--- src/rtl/pipe_pkg.sv ---
// Shared types and defaults for the pipeline sequencer.
// Imported by pipe_ctrl and its helpers.
package pipe_pkg;

  typedef enum logic [1:0] {
    RUN    = 2'b00,
    DRAIN  = 2'b01,
    HALTED = 2'b10
  } fsm_t;

  localparam int CNT_W_DEF        = 16;
  localparam int DMEM_TIMEOUT_DEF = 255;

endpackage

--- src/rtl/sat_counter.sv ---
// Up-counter that sticks at all-ones.
// Async active-high reset.
module sat_counter #(
  parameter int W = 16
) (
  input  logic         clk,
  input  logic         rst,
  input  logic         en,
  output logic [W-1:0] count
);

  always_ff @(posedge clk or posedge rst) begin
    if (rst) begin
      count <= '0;
    end else if (en && (count != '1)) begin
      count <= count + 1'b1;
    end
  end

endmodule

--- src/rtl/pipe_ctrl.sv ---
// Central pipeline sequencer: merges stall/flush requests,
// owns HALT drain, wrong-path squash, stall count, dmem timeout.
module pipe_ctrl
  import pipe_pkg::*;
#(
  parameter int CNT_W        = CNT_W_DEF,
  parameter int DMEM_TIMEOUT = DMEM_TIMEOUT_DEF
) (
  input  logic             clk,
  input  logic             rst,
  input  logic             hazard_stall,
  input  logic             branch_taken,
  input  logic             imem_stall,
  input  logic             dmem_stall,
  input  logic             halt_id,
  input  logic             halt_wb,
  output logic             pc_write,
  output logic             ifid_write,
  output logic             ifid_flush,
  output logic             idex_bubble,
  output logic             pipe_write,
  output logic             halted,
  output logic             dmem_err,
  output logic [CNT_W-1:0] stall_cnt
);

  fsm_t       state;
  fsm_t       state_nxt;
  logic       squash;
  logic       squash_nxt;
  logic       live;
  logic       stall_en;
  logic [7:0] dmem_wait;
  logic [8:0] wait_inc;

  // live: pipe is neither stopped nor frozen by dmem
  assign live     = (state != HALTED) && !dmem_stall;
  assign wait_inc = {1'b0, dmem_wait} + 9'd1;
  assign stall_en = !pc_write && (state != HALTED) && !rst;

  always_comb begin
    pc_write    = 1'b1;
    ifid_write  = 1'b1;
    ifid_flush  = 1'b0;
    idex_bubble = 1'b0;
    pipe_write  = 1'b1;
    halted      = 1'b0;
    priority case (1'b1)
      rst: begin
        pc_write    = 1'b0;
        ifid_write  = 1'b0;
        pipe_write  = 1'b0;
        ifid_flush  = 1'b1;
        idex_bubble = 1'b1;
      end
      (state == HALTED): begin
        pc_write   = 1'b0;
        ifid_write = 1'b0;
        pipe_write = 1'b0;
        halted     = 1'b1;
      end
      dmem_stall: begin
        pc_write   = 1'b0;
        ifid_write = 1'b0;
        pipe_write = 1'b0;
      end
      branch_taken: begin
        ifid_flush  = 1'b1;
        idex_bubble = 1'b1;
      end
      hazard_stall: begin
        pc_write    = 1'b0;
        ifid_write  = 1'b0;
        idex_bubble = 1'b1;
      end
      imem_stall: begin
        pc_write   = 1'b0;
        ifid_flush = 1'b1;
      end
      (state == DRAIN): begin
        pc_write   = 1'b0;
        ifid_flush = 1'b1;
      end
      default: ;
    endcase
    // discard the wrong-path word returned by the old fetch
    if (!rst && live && squash && !imem_stall) begin
      ifid_flush = 1'b1;
    end
  end

  always_comb begin
    squash_nxt = squash;
    if (live) begin
      if (branch_taken && imem_stall) begin
        squash_nxt = 1'b1;
      end else if (!imem_stall) begin
        squash_nxt = 1'b0;
      end
    end
  end

  always_comb begin
    state_nxt = state;
    if (halt_wb && !dmem_stall) begin
      state_nxt = HALTED;
    end else begin
      unique case (state)
        RUN: begin
          if (halt_id && ifid_write && !branch_taken) begin
            state_nxt = DRAIN;
          end
        end
        DRAIN: begin
          if (branch_taken) begin
            state_nxt = RUN;
          end
        end
        default: ;
      endcase
    end
  end

  always_ff @(posedge clk or posedge rst) begin
    if (rst) begin
      state  <= RUN;
      squash <= 1'b0;
    end else begin
      state  <= state_nxt;
      squash <= squash_nxt;
    end
  end

  always_ff @(posedge clk or posedge rst) begin
    if (rst) begin
      dmem_wait <= '0;
      dmem_err  <= 1'b0;
    end else if (dmem_stall) begin
      if (dmem_wait != 8'hFF) begin
        dmem_wait <= wait_inc[7:0];
      end
      if (int'(wait_inc) >= DMEM_TIMEOUT) begin
        dmem_err <= 1'b1;
      end
    end else begin
      dmem_wait <= '0;
    end
  end

  sat_counter #(
    .W(CNT_W)
  ) u_stall_cnt (
    .clk  (clk),
    .rst  (rst),
    .en   (stall_en),
    .count(stall_cnt)
  );

endmodule

--- config.mk ---
export PLATFORM = sky130hd
export DESIGN_NAME = pipe_ctrl
export DESIGN_NICKNAME = d
export VERILOG_FILES = /design/src/rtl/pipe_pkg.sv /design/src/rtl/sat_counter.sv /design/src/rtl/pipe_ctrl.sv
export SDC_FILE = /design/constraint.sdc
export NUM_CORES = 1
export LEC_CHECK = 0
export BUFFER_PORTS_ARGS = -buffer_cell sky130_fd_sc_hd__buf_2
export CAP_MARGIN = 5
export CORE_ASPECT_RATIO = 0.5
export CORE_MARGIN = 2
export CORE_UTILIZATION = 40
export DETAILED_ROUTE_END_ITERATION = 8
export PLACE_DENSITY = 0.62
export REMOVE_ABC_BUFFERS = 1
export SYNTH_ARGS = -nofsm -noshare
export SYNTH_HDL_FRONTEND = slang
export SYNTH_SLANG_ARGS = --single-unit
--- constraint.sdc ---
create_clock -name clk -period 2.2 [get_ports clk]
set_input_delay 0.11 -clock clk [delete_from_list [all_inputs] [get_ports clk]]
set_output_delay 0.11 -clock clk [all_outputs]
set_load 0.03 [all_outputs]
==> summary.txt <==
Job
  – Max-cap viol count: 0

Timing
  – RSZ-0062 raised after global routing: no
  – Fin crit share: 78.8%
  – Setup TNS after final layout: 0 ps
  – Worst Skew: 5.36 ps
  – Worst rel slew slack: between 70% and 80%
  – Final Hold Vio Count: 0
  – Worst slew pin tran: approximately 390 ps
  – Max Clock Freq: 0.577 GHz
  – Final Worst Setup Slack: 467 ps
  – # setup viols final: 0
  – Tmin final: 1730 ps
  – Fin. max-slew vios: 0

Cells and area
  – Antenna fix cells: 0
  – Final #Nets: 187
  – Area Growth Syn to Fin: 18.5%
  – Post-route cell area: 0.00177 mm^2
  – Finished Core Util: around half
  – Fraction of layout cells with a size suffix above 1: 25.1%
  – Layout Cells excl Fill: roughly 230

Placement
  – Pre-CTS setup slack: ~450 ps
  – Hpwl dp: 2190 um
  – Cell Area, Placed: between 0.0015 and 0.002 mm^2
  – Gpl congestion: 0.795
  – # port buffers: 30
  – Dpl cells: 221

Floorplanning
  – Initial core utilization: 42.5%
  – Die Area: about 0.0043 mm^2
  – Core Rows: 15
  – Area of the core: 0.00351 mm^2
  – Die X: 90.3 um
  – IO Count: 31
  – Die height: 47.2 um

Clocking
  – Longest Clk Path Bufs: 2
  – PostCTS Resize Cnt: 0
  – Clk_lat worst skew: 280 ps
  – CTS buffer count: 3
  – H-tree levels: 1
  – CTS tree: done
  – Clock-pin slew on the worst setup and hold paths: 100 ps
  – Root Driver: clkbuf_8
  – Clock Sinks: 28

Yosys
  – Syn Area/Cell: 10.5 um^2
  – FF+latch count, synth: 28
  – Top post-synthesis cells by count: dfrtp_1, xnor2_1, nand3_1
  – Yosys top cell area share: 47.0%
  – Register area share after synthesis: 47.0%
  – Number of flops mapped to enable cells by yosys: 0
  – Async set-or-reset flop fraction in the synthesized netlist: 100%
  – Top FF cell, synth: dfrtp_1
  – Synth Warn #: 0
  – Synth cell types: 38
  – Synth top area cells: dfrtp_1, xnor2_1, and3_1
  – Cell with the most instances after synthesis: dfrtp_1
  – Mapped Area: 0.00149 mm^2
  – Area leader, netlist: dfrtp_1
  – Post-Syn Instances: 142

Global routing
  – Vias in the first global route: roughly 1000
  – GRT Overall Usage: roughly 15%
  – Grt ovf: 0
  – Initial antenna violation count: 0
  – First-pass GRT wire length: 4830 um
  – Pin count of the biggest net entering global routing: 22

Hold path
  – Worst min path class: in -> reg

Pwr
  – Leak pwr: approximately 0.85 nW
  – Pwr/cell area: about 590 mW/mm^2
  – Max VDD drop: 283 uV

Worst setup path
  – Setup crit start: dmem_wait[0]
  – Reg2Reg Setup Slack: 470 ps
  – Slowest-stage cell, CP: or3_1
  – Reg-to-reg startpoint: dmem_wait[0]
  – R2R depth: 4
  – Crit path capture: dmem_wait[1]
  – CP Class: reg -> reg
  – Startpoint types: register
  – CP max FO: 8
  – CP required: between 2000 and 2500 ps
  – RR Endpoint: dmem_wait[1]
  – Worst path arrival time: between 1500 and 2000 ps
  – Crit end category: register
  – Cell Chain, Critical Path: ha_1, nand4_1, or3_1, a211oi_1
  – Slowest stage delay, CP: 510 ps

Drt
  – 1st-iter DRT viols: 57
  – DRC violations left: 0
  – WL per Instance: 13.2 um
  – Drt via density: between 5 and 6
  – DRT Pass-1 Iters: 4
  – Routed WL: around 3000 um
  – Post-route ant nets: 0
  – Vias: about 1200

Outcome
  – Status: finished, final reports clean
how the worst min path moves through the flow:
| stage | startpoint | end | slack, ps | cells past startpoint |
|---|---|---|---|---|
| after floorplan | rst | dmem_err | 190 | 1 |
| after global placement | rst | dmem_wait[4] | 140 | 2 |
| after detailed placement | rst | state[1] | 140 | 2 |
| after CTS | halt_wb | state[0] | 10 | 2 |
| after global routing | halt_wb | state[0] | 20 | 2 |
| final | halt_wb | state[0] | 10 | 2 |
report_power, final:
part / total, mW / internal (mW) / switching (mW)
registers: 0.571 / 0.541 / 0.0293
logic: 0.150 / 0.0517 / 0.0983
clock network: 0.328 / 0.161 / 0.168
repair_timing:
item / in CTS / in global routing
setup endpoints to repair: 0 / 0
buffers inserted: 0 / 0
endpoints found under the hold margin: 7 / 0
hold buffers: 1 / 0
sequential cells by signal, summed over array words and instances, names as in the netlist:
name and flops:
squash 1, state 2, u_stall_cnt.count 16, dmem_wait 8, dmem_err 1
cell usage in the layout, fill, tap and decap left out, types with 3 or more instances in the layout:
cell,synthesis,final
buf_2,3,30
dfrtp_1,28,28
xnor2_1,17,17
nand3_1,9,9
and3_1,8,8
inv_1,7,7
nand4_1,7,7
a21oi_1,7,7
nor2_1,6,6
nand2_1,5,5
and4_1,4,4
nor3_1,4,4
clkbuf_8,0,4
nor2b_1,3,3
ha_1,3,3
buf_4,1,3
metal layers:
| layer | wire [um] | track usage, % | share of wire [%] |
|---|---|---|---|
| met1 | 1530 | 20.5 | 51 |
| met2 | 1340 | 23.6 | 45 |
| met3 | 100 | 4.17 | 3.4 |
| met4 | 17 | 4.62 | 0.57 |
| met5 | 0 | 0 | 0 |
critical path, delay by kind of cell, from the launching register on:
| kind | cells | cell delay [ps] |
|---|---|---|
| flip-flops | 1 | 450 |
| AND/OR/NAND/NOR | 2 | 670 |
| AO/OA/AOI/OAI | 1 | 260 |
| adder cells (fa/ha/maj) | 1 | 270 |
per-stage QoR:
step                power [mW]  hold WS [ps]
finish                    1.05          14.8
floorplan                0.676           192
detailed placement       0.732           135
global placement         0.728           140
CTS                       1.06          10.1
global route              1.10          16.0
logic make-up after synthesis:
kind of cell,synth area share [%]
buf+inv,3.95
mux,0.756
flops,47.0
compound gates,13.7
xor+xnor,11.2
fa+ha+maj,2.52
simple gates,20.9
cell type report:
class	count	area [um^2]
clock buffers	4	55.1
fillers	324	1740
multi-input cells	101	731
well taps	51	63.8
repair buffers	34	183
flip-flops and latches	28	701
inverters	8	32.5
(Power assumes the default switching activity.)
